$ cat src/rtl/interleave_pkg.sv
// Shared constants for the interleave latency monitor: controller state codes
// and the latency-field width helper.
package interleave_pkg;

   typedef logic [1:0] state_t;

   localparam state_t ST_IDLE    = 2'd0;
   localparam state_t ST_MEASURE = 2'd1;
   localparam state_t ST_REPORT  = 2'd2;

   // Bits needed to hold a latency of 0..t cycles.
   function automatic int lat_w(input int t);
      return $clog2(t + 1);
   endfunction

endpackage

$ cat src/rtl/interleave_latency_monitor_if.sv
// Stimulus/observation bus and result handshake of the interleave latency monitor.
// The monitor takes the slave side; the stimulus generator / result consumer the master side.
interface interleave_latency_monitor_if #(
   parameter int CHANNELS = 8,
   parameter int WIDTH    = 4,
   parameter int TIMEOUT  = 15
);
   import interleave_pkg::*;

   localparam int LAT_W = lat_w(TIMEOUT);

   logic [WIDTH-1:0]          stim;
   logic [CHANNELS*WIDTH-1:0] obs;
   logic [CHANNELS-1:0]       inv;
   logic                      busy;
   logic                      change_drop;
   logic                      res_valid;
   logic                      res_ready;
   logic [CHANNELS*LAT_W-1:0] res_lat;
   logic [CHANNELS-1:0]       res_timeout;

   modport master (
      output stim, obs, inv, res_ready,
      input  busy, change_drop, res_valid, res_lat, res_timeout
   );

   modport slave (
      input  stim, obs, inv, res_ready,
      output busy, change_drop, res_valid, res_lat, res_timeout
   );

endinterface

$ cat src/rtl/interleave_lane.sv
// One observed channel: polarity-aware match, sticky done flag, latency and timeout capture.
// Results update only on the controller's start / measure strobes and hold otherwise.
module interleave_lane #(
   parameter int WIDTH   = 4,
   parameter int TIMEOUT = 15,
   parameter int LAT_W   = interleave_pkg::lat_w(TIMEOUT)
) (
   input  logic             clk,
   input  logic             rst,
   input  logic             start_i,
   input  logic             meas_i,
   input  logic             tmo_i,
   input  logic             inv_i,
   input  logic [WIDTH-1:0] ref_i,
   input  logic [WIDTH-1:0] obs_i,
   input  logic [LAT_W-1:0] cnt_i,
   output logic             done_nxt_o,
   output logic [LAT_W-1:0] lat_o,
   output logic             timeout_o
);

   localparam logic [LAT_W-1:0] TMO_LAT = LAT_W'(TIMEOUT);

   logic [WIDTH-1:0] exp_val;
   logic             match;
   logic             done_q, done_d;
   logic [LAT_W-1:0] lat_q, lat_d;
   logic             to_q, to_d;

   assign exp_val = inv_i ? ~ref_i : ref_i;
   // X/Z on the observed word makes this X, which the if below treats as no match.
   assign match   = (obs_i == exp_val);

   always_comb begin
      done_d = done_q;
      lat_d  = lat_q;
      to_d   = to_q;
      if (start_i) begin
         done_d = match;
         lat_d  = '0;
         to_d   = 1'b0;
      end else if (meas_i && !done_q) begin
         if (match) begin
            done_d = 1'b1;
            lat_d  = cnt_i;
         end else if (tmo_i) begin
            to_d   = 1'b1;
            lat_d  = TMO_LAT;
         end
      end
   end

   always_ff @(posedge clk or posedge rst) begin
      if (rst) begin
         done_q <= 1'b0;
         lat_q  <= '0;
         to_q   <= 1'b0;
      end else begin
         done_q <= done_d;
         lat_q  <= lat_d;
         to_q   <= to_d;
      end
   end

   assign done_nxt_o = done_d;
   assign lat_o      = lat_q;
   assign timeout_o  = to_q;

endmodule

$ cat src/rtl/interleave_latency_monitor.sv
// Measures per-channel cycles from a stim change to each channel reflecting it; result in 1..TIMEOUT+1 cycles.
// Result is held with res_valid until res_ready; stim changes while busy are dropped and flagged.
module interleave_latency_monitor #(
   parameter int CHANNELS = 8,
   parameter int WIDTH    = 4,
   parameter int TIMEOUT  = 15
) (
   input  logic                            clk,
   input  logic                            rst,
   interleave_latency_monitor_if.slave     mon
);
   import interleave_pkg::*;

   localparam int               LAT_W   = lat_w(TIMEOUT);
   localparam logic [LAT_W-1:0] TMO_CNT = LAT_W'(TIMEOUT);

   state_t              state_q, state_d;
   logic [WIDTH-1:0]    stim_q;
   logic [WIDTH-1:0]    target_q, target_d;
   logic [LAT_W-1:0]    cnt_q, cnt_d;
   logic [CHANNELS-1:0] done_nxt;
   logic [WIDTH-1:0]    ref_val;
   logic                change, in_idle, in_meas, start, tmo_edge, all_done_nxt;

   assign change       = (mon.stim != stim_q);
   assign in_idle      = (state_q == ST_IDLE);
   assign in_meas      = (state_q == ST_MEASURE);
   assign start        = in_idle && change;
   assign tmo_edge     = in_meas && (cnt_q == TMO_CNT);
   assign all_done_nxt = &done_nxt;
   // The start edge compares against the live stim; target_q only exists from the next cycle.
   assign ref_val      = in_idle ? mon.stim : target_q;

   always_comb begin
      state_d  = state_q;
      target_d = target_q;
      cnt_d    = cnt_q;
      case (state_q)
         ST_IDLE: begin
            if (change) begin
               target_d = mon.stim;
               cnt_d    = LAT_W'(1);
               state_d  = all_done_nxt ? ST_REPORT : ST_MEASURE;
            end
         end
         ST_MEASURE: begin
            if (all_done_nxt || tmo_edge) begin
               state_d = ST_REPORT;
            end else begin
               cnt_d = cnt_q + LAT_W'(1);
            end
         end
         ST_REPORT: begin
            if (mon.res_ready) begin
               state_d = ST_IDLE;
            end
         end
         default: state_d = ST_IDLE;
      endcase
   end

   always_ff @(posedge clk or posedge rst) begin
      if (rst) begin
         state_q  <= ST_IDLE;
         stim_q   <= '0;
         target_q <= '0;
         cnt_q    <= '0;
      end else begin
         state_q  <= state_d;
         stim_q   <= mon.stim;
         target_q <= target_d;
         cnt_q    <= cnt_d;
      end
   end

   for (genvar k = 0; k < CHANNELS; k++) begin : g_lane
      interleave_lane #(
         .WIDTH   (WIDTH),
         .TIMEOUT (TIMEOUT),
         .LAT_W   (LAT_W)
      ) u_lane (
         .clk        (clk),
         .rst        (rst),
         .start_i    (start),
         .meas_i     (in_meas),
         .tmo_i      (tmo_edge),
         .inv_i      (mon.inv[k]),
         .ref_i      (ref_val),
         .obs_i      (mon.obs[k*WIDTH +: WIDTH]),
         .cnt_i      (cnt_q),
         .done_nxt_o (done_nxt[k]),
         .lat_o      (mon.res_lat[k*LAT_W +: LAT_W]),
         .timeout_o  (mon.res_timeout[k])
      );
   end

   assign mon.busy        = !in_idle;
   assign mon.change_drop = !in_idle && change;
   assign mon.res_valid   = (state_q == ST_REPORT);

   // A pending result must not vanish or change until the consumer takes it.
   a_res_hold : assert property (@(posedge clk) disable iff (rst)
      (mon.res_valid && !mon.res_ready) |=>
         (mon.res_valid && $stable(mon.res_lat) && $stable(mon.res_timeout)));

endmodule

$ cat src/flat_wrapper.sv
// flat-port wrapper written by rule: the top's interface ports become plain ports
module interleave_latency_monitor_flat import interleave_pkg::*;
#(
   parameter int CHANNELS = 8,
   parameter int WIDTH    = 4,
   parameter int TIMEOUT  = 15
)
  (clk, rst, mon_stim, mon_obs, mon_inv, mon_res_ready, mon_busy, mon_change_drop, mon_res_valid, mon_res_lat, mon_res_timeout);
  interleave_latency_monitor_if #(.CHANNELS(CHANNELS), .WIDTH(WIDTH), .TIMEOUT(TIMEOUT)) mon_i ();
  input  logic clk;
  input  logic rst;
  input wire logic [$bits(mon_i.stim)-1:0] mon_stim;
  input wire logic [$bits(mon_i.obs)-1:0] mon_obs;
  input wire logic [$bits(mon_i.inv)-1:0] mon_inv;
  input wire logic [$bits(mon_i.res_ready)-1:0] mon_res_ready;
  output wire logic [$bits(mon_i.busy)-1:0] mon_busy;
  output wire logic [$bits(mon_i.change_drop)-1:0] mon_change_drop;
  output wire logic [$bits(mon_i.res_valid)-1:0] mon_res_valid;
  output wire logic [$bits(mon_i.res_lat)-1:0] mon_res_lat;
  output wire logic [$bits(mon_i.res_timeout)-1:0] mon_res_timeout;
  assign mon_i.stim = mon_stim;
  assign mon_i.obs = mon_obs;
  assign mon_i.inv = mon_inv;
  assign mon_i.res_ready = mon_res_ready;
  assign mon_busy = mon_i.busy;
  assign mon_change_drop = mon_i.change_drop;
  assign mon_res_valid = mon_i.res_valid;
  assign mon_res_lat = mon_i.res_lat;
  assign mon_res_timeout = mon_i.res_timeout;
  interleave_latency_monitor #(.CHANNELS(CHANNELS), .WIDTH(WIDTH), .TIMEOUT(TIMEOUT)) u_core (.clk(clk), .rst(rst), .mon(mon_i));
endmodule
$ cat config.mk
export PLATFORM = sky130hd
export DESIGN_NAME = interleave_latency_monitor_flat
export DESIGN_NICKNAME = d
export VERILOG_FILES = /design/src/rtl/interleave_pkg.sv /design/src/rtl/interleave_latency_monitor_if.sv /design/src/rtl/interleave_lane.sv /design/src/rtl/interleave_latency_monitor.sv /design/src/flat_wrapper.sv
export SDC_FILE = /design/constraint.sdc
export NUM_CORES = 1
export LEC_CHECK = 0
export CORE_ASPECT_RATIO = 0.9
export CORE_UTILIZATION = 45
export DETAILED_ROUTE_END_ITERATION = 10
export GPL_TIMING_DRIVEN = 0
export PLACE_DENSITY_LB_ADDON = 0.3
export SYNTH_ARGS = -nofsm -noshare
export SYNTH_HDL_FRONTEND = slang
export SYNTH_SLANG_ARGS = --single-unit
$ cat constraint.sdc
create_clock -name clk -period 2.65 [get_ports clk]
set_input_delay 0.795 -clock clk [delete_from_list [all_inputs] [get_ports clk]]
set_output_delay 0.795 -clock clk [all_outputs]
set_load 0.01 [all_outputs]
Word level (Yosys, flattened, before mapping)
Index checks and enable logic that the tools add are counted.
{ "word_totals": {"register_bits": 62, "in_bits": 47, "output_inout_bits": 43, "elab_cells": 205} }
{ "classes": {"add_sub_neg": 1, "eq_ne": 24, "mux": 91, "bitwise": 1, "n_reduce_logical": 60} }
{ "ops": {"columns": ["cell", "n"], "rows": [
  ["2-to-1 mux 4 bit", 36],
  ["2-to-1 mux 1 bit", 49],
  ["== test 4 bit", 8],
  ["AND reduction 3 bit", 10],
  ["nonzero test 3 bit", 8],
  ["nonzero test 2 bit", 10],
  ["!= test 2 x 1 -> 1 bit (second input constant)", 9],
  ["AND reduction 2 bit", 9],
  ["logical AND 1 bit", 11],
  ["logical NOT 1 bit", 9],
  ["2-to-1 mux 2 bit", 4],
  ["case mux 4 bit (2 select lines)", 1],
  ["AND reduction 8 bit", 1],
  ["!= test 2 bit (second input constant)", 3],
  ["case mux 2 bit (3 select lines)", 1],
  ["adder 4 x 1 -> 4 bit (second input constant)", 1],
  ["== test 4 bit (second input constant)", 1],
  ["!= test 4 bit", 1],
  ["inverter 4 bit", 1],
  ["== test 2 x 1 -> 1 bit (second input constant)", 1],
  ["== test 2 bit (second input constant)", 1],
  ["logical NOT 2 bit", 1],
  ["logical OR 1 bit", 1]
]} }

Logic depth before layout (Yosys ltp)
Gate-level depths: netlist (run 1).
{ "logic_depth": {"word_depth": 12, "depth_mapped": 11} }

By module
A second synthesis (run 1) with hierarchy kept.
{ "hier_totals": {"cells_unflattened": 358, "hier_area_um2": 3706.1} }
{ "modules_own_cells": {"columns": ["module", "n_inst", "cells_per_inst", "area_per_inst_um2", "seq_area_each_um2"], "rows": [
  ["interleave_lane", 8, 37, 375.4, 150.1],
  ["interleave_latency_monitor", 1, 62, 703.2, 350.3]
]} }

Worst setup path before layout (run 1)
OpenSTA, ideal clock, no wires.
{ "synth_timing": {"path_type": "input port to flip-flop", "start": "in mon_stim[2]", "end": "reg u_core.cnt_q[3]", "setup_time_ns": 0.138, "arrival_time_ns": 2.670, "t_required_ns": 2.512, "path_slack_ns": -0.158, "stages": 10, "cell_sequence": "or3b_1 and2_1 buf_6 xnor2_1 nand4_2 o21ai_1 a211oi_2 o31ai_4 or3_1 mux2i_1"} }
{ "synth_between": {"elab_chain_cells": 11, "elab_cells_between_ends": 49} }
{ "synth_rtl": {"columns": ["element", "line", "rtl"], "rows": [
  ["start, declared", "flat_wrapper.sv:12", "input wire logic [$bits(mon_i.stim)-1:0] mon_stim;"],
  ["2-to-1 mux 4 bit", "interleave_latency_monitor.sv:32", "assign ref_val = in_idle ? mon.stim : target_q;"],
  ["inverter 4 bit", "interleave_lane.sv:30", "assign exp_val = inv_i ? ~ref_i : ref_i;"],
  ["2-to-1 mux 4 bit", "interleave_lane.sv:30", null],
  ["== test 4 bit", "interleave_lane.sv:32", "assign match = (obs_i == exp_val);"],
  ["2-to-1 mux 1 bit", "interleave_lane.sv:43", "if (match) begin"],
  ["2-to-1 mux 1 bit", "interleave_lane.sv:42", "end else if (meas_i && !done_q) begin"],
  ["2-to-1 mux 1 bit", "interleave_lane.sv:38", "if (start_i) begin"],
  ["AND reduction 8 bit", "interleave_latency_monitor.sv:30", "assign all_done_nxt = &done_nxt;"],
  ["logical OR 1 bit", "interleave_latency_monitor.sv:47", "if (all_done_nxt || tmo_edge) begin"],
  ["!= test 2 bit (no line)", null, null],
  ["AND reduction 3 bit (no line) *", null, null],
  ["end signal, assigned", "interleave_latency_monitor.sv:72", "cnt_q <= cnt_d;"],
  ["end, declared", "interleave_latency_monitor.sv:20", "logic [LAT_W-1:0] cnt_q, cnt_d;"]
]} }
Every way passes the cells marked *; elsewhere a longest branch is shown, timed or not.
A chain may end at the register's enable or synchronous reset.

Worst setup path in the final report (run 1)
Same ends and word-level chain as after synthesis.

==> PnR_summary.wiki, run 1 <==
{| class="wikitable"
! Metric !! Value
|-
| Run status || finished, violations left
|-
| Violations in the final reports || setup timing
|-
| Type of the setup path with the least slack || in -> reg
|-
| Clock tree from TritonCTS || built
|-
| Most numerous cell in the Yosys netlist || sky130_fd_sc_hd__dfrtp_1
|-
| Maximum frequency from static timing analysis || 360.8 MHz
|-
| Final worst clock skew || approximately 7.7 ps
|-
| FFs w/ async S/R, synth || 1.000
|-
| Via density per instance || approximately 5.5
|-
| First-pass GRT wire length || ~15,000 µm
|-
| Yosys top cell area share || 0.4297
|-
| Maximum ir drop on the vdd rail || roughly 0.54 mV
|-
| Quantity of hold-fixing buffers added after cts || 0
|-
| Maximum fanout along the worst path || 4
|-
| Max-slew violations || 0
|-
| Count of flip-flops with a built-in enable after synthesis || 0
|-
| Number of antenna diodes || 0
|-
| Total via count after detailed routing || 3,074
|-
| Max Root-Sink Buffers || 2
|-
| Syn Inst Count || between 300 and 400
|-
| Last weighted congestion value of the routability-driven placer || roughly 0.8
|-
| Class of the worst hold path || reg -> reg
|-
| H-tree depth || 3
|-
| Library cell used as clock root buffer || sky130_fd_sc_hd__clkbuf_8
|-
| Launch point of the worst hold path || u_core.target_q[3]
|-
| Number of flip-flops and latches in the synthesized netlist || 62
|-
| Number of placed instances, taps included || between 500 and 600
|-
| Max-capacitance violation count || 0
|-
| Initial core utilization || 0.4716
|-
| Hold Violations, Final || 0
|-
| R2r startpoint || u_core.state_q[0]
|-
| Post-synthesis instance area || 3611 µm²
|-
| Pin count of the biggest net entering global routing || 40
|-
| Number of primary I/O pins || 90
|-
| Timing startpoint of the critical path || mon_stim[2]
|-
| Clock period minus worst slack || 2771 ps
|-
| Mean instance size in the synthesized netlist || ~11 µm²
|-
| Ratio of cells with drive above 1 in the final layout || 0.3032
|-
| Setup total negative slack || -554.2 ps
|-
| Core Box Area || roughly 7700 µm²
|-
| Count of fill cells added during filler insertion || 610
|-
| Hold Slack || between 400 and 500 ps
|-
| Count of port buffers added during placement || approximately 80
|-
| Total die area || ~8400 µm²
|-
| Antenna-violating nets left || 0
|-
| Data required time at the worst endpoint || approximately 2900 ps
|-
| Seq/Total Area, Yosys || 0.4297
|-
| Most used flip-flop cell after synthesis || sky130_fd_sc_hd__dfrtp_1
|-
| Data arrival, critical path || 3030 ps
|-
| Area added between synthesis and finish || 43.56%
|-
| Worst Max-Slew Pin Slew || 606.8 ps
|-
| Final nets || around 500
|-
| Detailed placer's ending HPWL || between 6000 and 7000 µm
|-
| Setup violation total in the final timing report || 9
|-
| Worst Setup Start Kind || input port
|-
| Detailed-route wire length per cell || roughly 17 µm
|-
| Worst setup slack after layout || -121.4 ps
|-
| Wirelength, routed || ~9300 µm
|-
| Count of warnings emitted by yosys || 0
|-
| Overall track demand over capacity in global routing || 0.2349
|-
| Remaining DRCs || 0
|-
| Top cells by instance count after synthesis || sky130_fd_sc_hd__dfrtp_1 (62), sky130_fd_sc_hd__xnor2_1 (57), sky130_fd_sc_hd__o221a_2 (32), sky130_fd_sc_hd__nand2_1 (28), sky130_fd_sc_hd__nor2_1 (15)
|-
| Number of detailed-route iterations in the first pass || 4
|-
| Cell variety after synth || 43
|-
| Cell Pwr Density || about 1100 nW/µm²
|-
| Number of antenna violations at the first check in global routing || 0
|-
| Clock slew at reported path FFs || about 70 ps
|-
| Clock latency on the worst-skew pair || ~340 ps
|-
| Top post-synthesis cells by area || sky130_fd_sc_hd__dfrtp_1 (43%), sky130_fd_sc_hd__xnor2_1 (14%), sky130_fd_sc_hd__o221a_2 (10%)
|-
| Library cell occupying the most area in the post-synthesis netlist || sky130_fd_sc_hd__dfrtp_1
|-
| Final Instance Count excl. Fillers || between 500 and 600
|-
| Leakage power || about 0.0021 µW
|-
| Die width || approximately 96 µm
|-
| Overflow after GRT || 0
|-
| CTS sink count || 62
|-
| TritonCTS buffer count || 9
|-
| Setup repair after global routing missed its margin || true
|-
| Setup crit end kind || flip-flop
|-
| Worst-case headroom to the max-slew limit || 0.5930
|-
| Fraction of the cycle the final worst path needs || 1.046
|-
| Net count after synthesis || 388
|-
| Number of global-route vias before repair || about 3,100
|-
| Vertical extent of the die || about 87 µm
|-
| Row Count || 30
|-
| Count of routing violations after the opening detailed-route iteration || approximately 240
|}
[final timing paths]
path / end / slack [ps] / cells past startpoint
max in group asynchronous: u_core.g_lane[6].u_lane.done_q / 1250 / 3
max: u_core.cnt_q[3] / -120 / 11
min reg2reg: u_core.target_q[3] / 490 / 2
min in group asynchronous: u_core.stim_q[2] / 810 / 2
max reg2reg: u_core.cnt_q[3] / -100 / 12
min: u_core.target_q[3] / 490 / 2
[cells in the final DEF, fill, tap and decap left out, types with 4 or more instances in the layout]
master | synthesis | routed
sky130_fd_sc_hd__clkbuf_1 | 11 | 11
sky130_fd_sc_hd__nor2_1 | 15 | 15
sky130_fd_sc_hd__buf_4 | 8 | 35
sky130_fd_sc_hd__inv_1 | 5 | 4
sky130_fd_sc_hd__dfrtp_1 | 62 | 62
sky130_fd_sc_hd__a21oi_1 | 10 | 10
sky130_fd_sc_hd__clkdlybuf4s50_1 | 0 | 74
sky130_fd_sc_hd__a211oi_2 | 2 | 8
sky130_fd_sc_hd__buf_2 | 3 | 4
sky130_fd_sc_hd__nand2_1 | 28 | 28
sky130_fd_sc_hd__o221a_2 | 32 | 32
sky130_fd_sc_hd__buf_12 | 0 | 4
sky130_fd_sc_hd__or3_1 | 11 | 9
sky130_fd_sc_hd__xnor2_2 | 2 | 7
sky130_fd_sc_hd__o21ai_0 | 11 | 10
sky130_fd_sc_hd__xor2_2 | 0 | 6
sky130_fd_sc_hd__clkbuf_8 | 0 | 9
sky130_fd_sc_hd__buf_6 | 3 | 4
sky130_fd_sc_hd__nand4_1 | 4 | 4
sky130_fd_sc_hd__buf_1 | 9 | 9
sky130_fd_sc_hd__a211oi_1 | 10 | 4
sky130_fd_sc_hd__nor3_1 | 11 | 10
sky130_fd_sc_hd__xnor2_1 | 57 | 52
[final cells by class]
| type | count | area [µm²] | area share |
|---|---|---|---|
| sequential | 62 | 1551 | 0.2993 |
| clock buffer | 10 | 127.6 | 0.02462 |
| clock inverter | 3 | 15.01 | 0.002896 |
| multi-input combinational | 239 | 2083 | 0.4019 |
| tap | 96 | 120.1 | 0.02317 |
| inverter | 5 | 18.77 | 0.003621 |
| buffer | 33 | 180.2 | 0.03476 |
| timing repair buffer | 113 | 1087 | 0.2098 |
[power breakdown]
group	switching (µW)	internal (µW)
clock network	332	318
logic	1730	1860
registers	259	1300
total	2320	3480
[critical path: stages]
cell                        delay, ps
sky130_fd_sc_hd__buf_8             90
sky130_fd_sc_hd__or3b_4           390
sky130_fd_sc_hd__buf_6            130
sky130_fd_sc_hd__nand3_2           50
sky130_fd_sc_hd__nand4b_1         160
sky130_fd_sc_hd__o41ai_2          430
sky130_fd_sc_hd__nand2b_1         160
sky130_fd_sc_hd__o2bb2ai_4        170
sky130_fd_sc_hd__o31ai_4          300
sky130_fd_sc_hd__or3_4            170
sky130_fd_sc_hd__mux2i_1          170
[what timing repair did]
item                       CTS  global route
buffers inserted            19            12
hold endpoints to repair     0             0
gates resized for setup     43            20
pin swaps                   21            13
setup endpoints to repair   49            27
[per-layer routing]
| layer | part of all wire | up-vias | global-route usage | wire length [µm] |
|---|---|---|---|---|
| met5 | 0 | - | 0 | 0 |
| met2 | 0.52 | 98 | 0.3933 | 4797 |
| met3 | 0.059 | 18 | 0.05846 | 548 |
| met4 | 0.015 | 0 | 0.06551 | 138 |
| li1 | - | 1457 | - | - |
| met1 | 0.41 | 1501 | 0.3024 | 3826 |
[sequential cells by signal, summed over array words and instances, names as in the netlist]
register                        flops
u_core.state_q                      2
u_core.target_q                     4
u_core.stim_q                       4
u_core.cnt_q                        4
u_core.g_lane.u_lane.done_q         8
u_core.g_lane.u_lane.lat_o         32
u_core.g_lane.u_lane.timeout_o      8
[cell families after synthesis]
group           share of synthesized area
fa+ha+maj                        0.003464
buf+inv                           0.05613
flops                              0.4297
mux                               0.02079
xor+xnor                           0.1642
compound gates                     0.1927
simple gates                       0.1331
[through the flow]
step           setup slack, ps  cell area [µm²]    util  total power, µW
2_1_floorplan           -87.33             3630       -             3551
3_5_place_dp            -967.0             4591  0.5995             4536
3_3_place_gp            -898.3             4571  0.5969             4460
5_1_grt                 -284.7             5184  0.6770             6158
6_report                -121.4             5184  0.6770             5799
4_1_cts                 0.4661             4984  0.6508             5503
Power figures use the tool's default switching activity.
==> run 2: changes to the inputs <==
- ABC_AREA: default -> 1
- CORE_UTILIZATION: 45 -> 46
==> run 2 against run 1 <==
  * Count of clock-buffer cells in the layout fell by 1
  * Wire length is 2.6% higher
  * Global-route usage decreased by 0.96 points
  * Synthesized cell count increased by 74%
  * Register-to-register slack gained 600 ps
  * Worst hold slack gained 17 ps
  * Die area rose by 8.7%
  * Final cell count up 45%
  * The run now ends clean
  * Sequential share of layout area fell by 0.57 points
  * Sequential power up 3%
==> PnR_summary.wiki, run 2 <==
{| class="wikitable"
! Metric !! Value
|-
| Leakage power || 0.002768 µW (+31%)
|-
| Maximum fanout along the worst path || 4 (unchanged)
|-
| Final worst clock skew || 13.97 ps (+6.308 ps)
|-
| Cell variety after synth || 27 (-37%)
|-
| Number of global-route vias before repair || 3,734 (+20%)
|-
| Yosys top cell area share || 0.3858 (-0.04385)
|-
| Last weighted congestion value of the routability-driven placer || 0.8380 (+4.0%)
|-
| Setup violation total in the final timing report || 0 (-9)
|-
| Worst Setup Start Kind || input port
|-
| Worst-case headroom to the max-slew limit || 0.5701 (-0.02294)
|-
| Die width || 100.6 µm (+4.3%)
|-
| Count of port buffers added during placement || 89 (+8.5%)
|-
| Most used flip-flop cell after synthesis || sky130_fd_sc_hd__dfrtp_1
|-
| Seq/Total Area, Yosys || 0.3858 (-0.04385)
|-
| Number of primary I/O pins || 90 (unchanged)
|-
| Wirelength, routed || 9556 µm (+2.6%)
|-
| Overall track demand over capacity in global routing || 0.2253 (-0.009632)
|-
| Commonest cells after routing, fill and taps aside || sky130_fd_sc_hd__nand2_1 (225), sky130_fd_sc_hd__inv_1 (97), sky130_fd_sc_hd__clkdlybuf4s50_1 (83)
|-
| Most numerous cell in the Yosys netlist || sky130_fd_sc_hd__nand2_1
|-
| Antenna-violating nets left || 0 (unchanged)
|-
| Detailed-route wire length per cell || 11.74 µm (-29%)
|-
| Area added between synthesis and finish || 31.43%
|-
| Setup repair after global routing missed its margin || false
|-
| Max Root-Sink Buffers || 2 (unchanged)
|-
| Ratio of cells with drive above 1 in the final layout || 0.09442 (-0.2088)
|-
| Total via count after detailed routing || 3,923 (+28%)
|-
| Data arrival, critical path || 1720 ps (-1310 ps)
|-
| Count of fill cells added during filler insertion || 776 (+27%)
|-
| Number of antenna violations at the first check in global routing || 0 (unchanged)
|-
| Library cell occupying the most area in the post-synthesis netlist || sky130_fd_sc_hd__dfrtp_1
|-
| Clock slew at reported path FFs || 70 ps (about the same)
|-
| Number of antenna diodes || 0 (unchanged)
|-
| Max-slew violations || 0 (unchanged)
|-
| Data required time at the worst endpoint || 1860 ps (-1040 ps)
|-
| Net count after synthesis || 640 (+65%)
|-
| Count of warnings emitted by yosys || 0 (unchanged)
|-
| Top post-synthesis cells by area || sky130_fd_sc_hd__dfrtp_1 (39%), sky130_fd_sc_hd__nand2_1 (21%), sky130_fd_sc_hd__inv_1 (9.2%)
|-
| Final nets || 742 (+45%)
|-
| Summed area of non-filler cells in the final layout || 5285 µm² (+2.0%)
|-
| Post-synthesis instance area || 4021 µm² (+11%)
|-
| Cell Pwr Density || 1109 nW/µm² (-0.89%)
|-
| Count of routing violations after the opening detailed-route iteration || 183 (-23%)
|-
| Detailed-route wire length on metal 1 || 4489 µm (+17%)
|-
| TritonCTS buffer count || 9 (unchanged)
|-
| Library cell used as clock root buffer || sky130_fd_sc_hd__clkbuf_8
|-
| FFs w/ async S/R, synth || 1.000 (unchanged)
|-
| H-tree depth || 3 (unchanged)
|-
| Top routing layer in use || met4
|-
| Clock latency on the worst-skew pair || 350 ps (about the same)
|-
| Run status || complete, no violations
|-
| Met3 WL post-DR || 469 µm (-14%)
|-
| Syn Inst Count || 592 (+74%)
|-
| Most common cell after layout, fill and taps aside || sky130_fd_sc_hd__nand2_1
|-
| Detailed placer's ending HPWL || 7529 µm (+18%)
|-
| First-pass GRT wire length || 16,670 µm (+12%)
|-
| Row Count || 31 (+3.3%)
|-
| CTS sink count || 62 (unchanged)
|-
| Sum of met2 wire segment lengths after detailed routing || 4459 µm (-7.0%)
|-
| Number of detailed-route iterations in the first pass || 4 (unchanged)
|-
| Number of flip-flops in the largest register || 32 (unchanged)
|-
| Overflow after GRT || 0 (unchanged)
|-
| Class of the worst hold path || reg -> reg
|-
| Setup crit end kind || output pin
|-
| Fraction of the cycle the final worst path needs || 0.9495 (-0.09632)
|-
| Maximum ir drop on the vdd rail || 0.3786 mV (-30%)
|-
| Core Box Area || 8262 µm² (+7.9%)
|-
| Max-capacitance violation count || 0 (unchanged)
|-
| Hold Slack || 502.4 ps (+16.78 ps)
|-
| Total cell area at the placement stage || 5076 µm² (+11%)
|-
| Initial core utilization || 0.4867 (+0.01518)
|-
| Remaining DRCs || 0 (unchanged)
|-
| Final cell utilization of the core || 0.6397 (-0.03725)
|-
| Top cells by instance count after synthesis || sky130_fd_sc_hd__nand2_1 (225), sky130_fd_sc_hd__inv_1 (99), sky130_fd_sc_hd__dfrtp_1 (62), sky130_fd_sc_hd__o21ai_0 (44), sky130_fd_sc_hd__o211ai_1 (32)
|-
| R2R depth || 17 (+5)
|-
| Count of flip-flops with a built-in enable after synthesis || 0 (unchanged)
|-
| Number of flip-flops and latches in the synthesized netlist || 62 (unchanged)
|-
| Hold Violations, Final || 0 (unchanged)
|-
| Clock period minus worst slack || 2516 ps (-255.2 ps)
|-
| Area of combinational cells with multiple inputs || 1958 µm² (-6.0%)
|-
| Pin count of the biggest net entering global routing || 33 (-18%)
|-
| Total die area || 9120 µm² (+8.7%)
|-
| Worst Max-Slew Pin Slew || 644.0 ps (+37.13 ps)
|-
| Clock tree from TritonCTS || built
|-
| Sequential cell area || 1551 µm² (unchanged)
|-
| Final Instance Count excl. Fillers || 814 (+45%)
|-
| Via density per instance || 4.819 (-12%)
|-
| Total power of the final layout || 5860 µW (+1.0%)
|-
| Number of placed instances, taps included || 797 (+54%)
|-
| Maximum frequency from static timing analysis || 397.4 MHz (+10%)
|-
| WHS Path Cells || 2 (unchanged)
|-
| Vertical extent of the die || 90.70 µm (+4.3%)
|-
| Mean instance size in the synthesized netlist || 6.793 µm² (-36%)
|-
| Type of the setup path with the least slack || in -> out
|}
==> run 2: cell types whose count changed after synthesis, sizes merged, moves of 12 or more <==
cell    previous run  this run
xnor2             59        10
o221a             32         0
inv                5       105
nand2             28       238
buf               23        11
o211ai             1        32
a211oi            12         0
o21ai             12        45
nand3              5        19
==> run 2: final cells by class <==
class	instances	share of cell area
Buffer	19	0.02154
Clock buffer	9	0.02344
Clock inverter	7	0.009470
Inverter	114	0.08097
Multi-Input combinational cell	397	0.3705
Sequential cell	62	0.2936
Tap cell	115	0.02723
Timing Repair Buffer	91	0.1733
==> run 2: repair_timing <==
action	in CTS	in global routing
cloned	0	0
setup buffers	1	0
resized for setup	5	8
hold buffers	0	0
pin swaps	1	0
setup endpoints to repair	7	13
==> run 2: power by group <==
| part | switching, µW | internal, µW | total, µW | leakage (µW) |
|---|---|---|---|---|
| Combinational | 2050 | 1460 | 3510 | 0.00192 |
| Sequential | 234 | 1370 | 1610 | 0.000769 |
| Clock | 403 | 340 | 743 | 0.0000816 |
==> run 2: through the flow <==
stage / worst slack [ps] / setup TNS, ps
final: 133.8 / 0
after global routing: 0.3493 / 0
after CTS: 120.3 / 0
after detailed placement: -421.1 / -14800
after global placement: -703.1 / -55270
after floorplan: 313.6 / 0
==> run 2: kinds of logic after synthesis <==
logic type	Yosys count	share of synthesized area
compound gates	95	0.1521
xor+xnor	18	0.03920
fa+ha+maj	1	0.003111
buf+inv	133	0.1341
flops	62	0.3858
simple gates	283	0.2856
==> run 2: critical path, cell delays in order <==
cell	delay [ps]
sky130_fd_sc_hd__dlygate4sd2_1	260
sky130_fd_sc_hd__inv_2	60
sky130_fd_sc_hd__nand2_1	50
sky130_fd_sc_hd__nand2_1	60
sky130_fd_sc_hd__nor2_2	140
sky130_fd_sc_hd__a21oi_1	80
sky130_fd_sc_hd__dlygate4sd2_1	280
==> run 2: path summary, 6_finish.rpt <==
| check | slack (ps) | start | end |
|---|---|---|---|
| setup / recovery | 130 | mon_stim[1] | mon_change_drop |
| hold / removal | 500 | u_core.g_lane[2].u_lane.done_q | u_core.g_lane[2].u_lane.done_q |
| setup reg to reg | 500 | u_core.state_q[0] | u_core.cnt_q[2] |
| hold reg to reg | 500 | u_core.g_lane[2].u_lane.done_q | u_core.g_lane[2].u_lane.done_q |
| max in group asynchronous | 1180 | rst | u_core.g_lane[6].u_lane.done_q |
| min in group asynchronous | 850 | rst | u_core.g_lane[0].u_lane.lat_o[1] |
==> run 2: layer usage <==
layer  up-vias  track usage
li1       2032            -
met1      1764       0.2894
met2       113       0.3796
met3        14      0.04876
met4         0      0.06280
met5         -            0
==> run 3: changes to the inputs <==
- CORE_UTILIZATION: 46 -> 55
- REMOVE_ABC_BUFFERS: default -> 1
- clock period: 2.65 -> 2.95 ns (I/O delays scaled with it)
==> run 3 against run 2 <==
  * Sequential cell count unchanged
  * Non-clock buffer count down 18
  * Wire length shrank 0.74%
  * Clock skew about the same
  * Largest power group unchanged
  * Clock power is 4.7% higher
  * Utilization increased by 9.5 points
  * Combinational power fell by 13%
  * Cell area decreased by 1.7%
  * Total power shrank 9.2%
  * Via count rose by 0.23%
  * Count of clock-buffer cells in the layout grew 3
==> PnR_summary.wiki, run 3 (synthesized netlist as in run 2, its figures left out) <==
{| class="wikitable"
! Metric !! Value
|-
| Overflow after GRT || 0 (unchanged)
|-
| Detailed placer's ending HPWL || 6989 µm (-7.2%)
|-
| Count of routing violations after the opening detailed-route iteration || 256 (+40%)
|-
| Most common cell after layout, fill and taps aside || sky130_fd_sc_hd__nand2_1
|-
| Remaining DRCs || 0 (unchanged)
|-
| Setup repair after global routing missed its margin || false
|-
| Clock slew at reported path FFs || 60 ps (about the same)
|-
| Library cell used as clock root buffer || sky130_fd_sc_hd__clkbuf_8
|-
| H-tree depth || 3 (unchanged)
|-
| Reg2Reg Setup Slack || 420 ps (-80 ps)
|-
| Pin count of the biggest net entering global routing || 38 (+15%)
|-
| Data arrival, critical path || 1840 ps (+120 ps)
|-
| Max-slew violations || 0 (unchanged)
|-
| R2r startpoint || u_core.state_q[0]
|-
| Setup violation total in the final timing report || 0 (unchanged)
|-
| Total number of cells along the worst setup path || 7 (unchanged)
|-
| Number of primary I/O pins || 90 (unchanged)
|-
| Total via count after detailed routing || 3,932 (+0.23%)
|-
| Number of global-route vias before repair || 3,711 (-0.62%)
|-
| Family with the most delay on the worst path || buffers and inverters
|-
| Overall track demand over capacity in global routing || 0.2650 (+0.03970)
|-
| Cell Pwr Density || 1024 nW/µm² (-7.6%)
|-
| Worst-case headroom to the max-slew limit || 0.5029 (-0.06717)
|-
| Final worst clock skew || 13.61 ps (-0.3594 ps)
|-
| Fraction of the cycle the final worst path needs || 0.9247
|-
| TritonCTS buffer count || 9 (unchanged)
|-
| Ratio of cells with drive above 1 in the final layout || 0.08076 (-0.01366)
|-
| Clock period minus worst slack || 2728 ps
|-
| Via density per instance || 5.080 (+5.4%)
|-
| Max-capacitance violation count || 0 (unchanged)
|-
| Max Root-Sink Buffers || 2 (unchanged)
|-
| CTS sink count || 62 (unchanged)
|-
| Worst Setup Start Kind || input port
|-
| Launch point of the worst hold path || u_core.g_lane[7].u_lane.done_q
|-
| Setup crit end kind || output pin
|-
| Number of flip-flops in the largest register || 32 (unchanged)
|-
| Initial core utilization || 0.5683 (+0.08160)
|-
| CP Capture Point || mon_change_drop
|-
| Maximum frequency from static timing analysis || between 300 and 400 MHz
|-
| Vertical extent of the die || 83.12 µm (-8.4%)
|-
| Type of the setup path with the least slack || in -> out
|-
| Maximum fanout along the worst path || 4 (unchanged)
|-
| First-pass GRT wire length || 16,350 µm (-1.9%)
|-
| Hold Slack || 507.0 ps (+4.618 ps)
|-
| Data required time at the worst endpoint || 2070 ps (+210 ps)
|-
| Area added between synthesis and finish || 29.22%
|-
| Wirelength, routed || 9485 µm (-0.74%)
|-
| Number of antenna violations at the first check in global routing || 0 (unchanged)
|-
| Hold Violations, Final || 0 (unchanged)
|-
| Maximum ir drop on the vdd rail || 0.3788 mV (about the same)
|-
| R2R depth || 16 (-1)
|-
| Total die area || 7658 µm² (-16%)
|-
| Clock latency on the worst-skew pair || 340 ps (about the same)
|-
| Core Box Area || 7076 µm² (-14%)
|-
| Antenna-violating nets left || 0 (unchanged)
|-
| Last weighted congestion value of the routability-driven placer || 0.7783 (-7.1%)
|-
| Total cell area at the placement stage || 4937 µm² (-2.7%)
|-
| Leakage power || 0.002735 µW (-1.2%)
|-
| Summed area of non-filler cells in the final layout || 5196 µm² (-1.7%)
|-
| Class of the worst hold path || reg -> reg
|-
| Die width || 92.13 µm (-8.4%)
|-
| Crit Reg-Reg Endpoint || u_core.cnt_q[1]
|-
| Maximum cell stage delay along the critical path || 280 ps (about the same)
|-
| Detailed-route wire length per cell || 12.25 µm (+4.4%)
|-
| Timing startpoint of the critical path || mon_stim[2]
|-
| Row Count || 29 (-6.5%)
|-
| Worst Max-Slew Pin Slew || 744.8 ps (+100.9 ps)
|-
| Commonest cells after routing, fill and taps aside || sky130_fd_sc_hd__nand2_1 (224), sky130_fd_sc_hd__inv_1 (98), sky130_fd_sc_hd__clkdlybuf4s50_1 (84)
|-
| Sum of buffers and inverters on the critical path || 3 (unchanged)
|-
| Critical path cell sequence || dlygate4sd2_1 > inv_2 > nand2_1 > nand2_1 > nor2_2 > a21oi_1 > clkdlybuf4s15_2
|-
| Clock tree from TritonCTS || built
|-
| Run status || complete, no violations
|-
| Number of antenna diodes || 0 (unchanged)
|-
| Most frequent cell on the critical path || sky130_fd_sc_hd__nand2_1
|-
| Cell with the largest stage delay on the worst path || sky130_fd_sc_hd__dlygate4sd2_1
|-
| Final nets || 725 (-2.3%)
|-
| Number of detailed-route iterations in the first pass || 5 (+1)
|-
| Count of port buffers added during placement || 89 (unchanged)
|}
[run 3: changes by cell type in the layout (fill, tap and decap cells not counted), sizes merged]
cell           before  now
bufinv              0    1
clkdlybuf4s50      83   84
nand2             238  239
dlymetal6s2s        1    2
clkbuf             18   12
buf                12    3
clkinv             12   10
dlygate4sd2         4    2
clkinvlp            3    1
inv               106  105
[run 3: tightest hold or removal path, stage by stage, from the launching register on]
cell                      delay, ps
sky130_fd_sc_hd__dfrtp_1        340
sky130_fd_sc_hd__nand2_1         60
sky130_fd_sc_hd__nand2_1         70
[run 3: power by group]
group / switching (µW) / leakage, µW / internal [µW]
logic: 1790 / 0.00186 / 1250
clock network: 324 / 0.000104 / 453
registers: 273 / 0.000769 / 1230
[run 3: layer usage]
metal  wire (µm)  vias up  GRT usage
met2        4649      162     0.4525
met3         595       13    0.04945
met1        4132     1769     0.3387
li1            -     1988          -
met4         108        0    0.08523
met5           0        -          0
[run 3: area by class of cell]
class,instances,area [µm²]
Fill cell,535,1879
Multi-Input combinational cell,398,1963
Sequential cell,62,1551
Clock buffer,12,165.2
Timing Repair Buffer,92,929.6
Inverter,114,427.9
Clock inverter,3,42.54
Tap cell,93,116.4
[run 3: worst min-delay path by stage]
stage,to,slack (ps),depth (start not counted)
6_report,u_core.g_lane[7].u_lane.done_q,510,2
2_1_floorplan,u_core.g_lane[1].u_lane.done_q,460,2
3_3_place_gp,u_core.g_lane[7].u_lane.done_q,480,2
4_1_cts,u_core.g_lane[7].u_lane.done_q,500,2
3_5_place_dp,u_core.g_lane[4].u_lane.done_q,490,2
5_1_grt,u_core.g_lane[4].u_lane.timeout_o,540,2
[run 3: timing repair]
item	CTS	global route
setup buffers	0	2
resized for setup	7	4
cloned	1	0
pin swaps	0	2
setup endpoints to repair	55	47
hold buffers	0	0
[run 3: through the flow]
stage	instances	TNS, ps	util	power (µW)	setup WS (ps)
after floorplan	573	0	-	3314	209.8
after global placement	755	-67030	0.6950	4311	-839.6
after detailed placement	756	-41800	0.6978	4449	-934.4
after CTS	772	0	0.7305	5278	14.83
after global routing	774	0	0.7344	5792	122.6
final	774	0	0.7344	5323	222.1
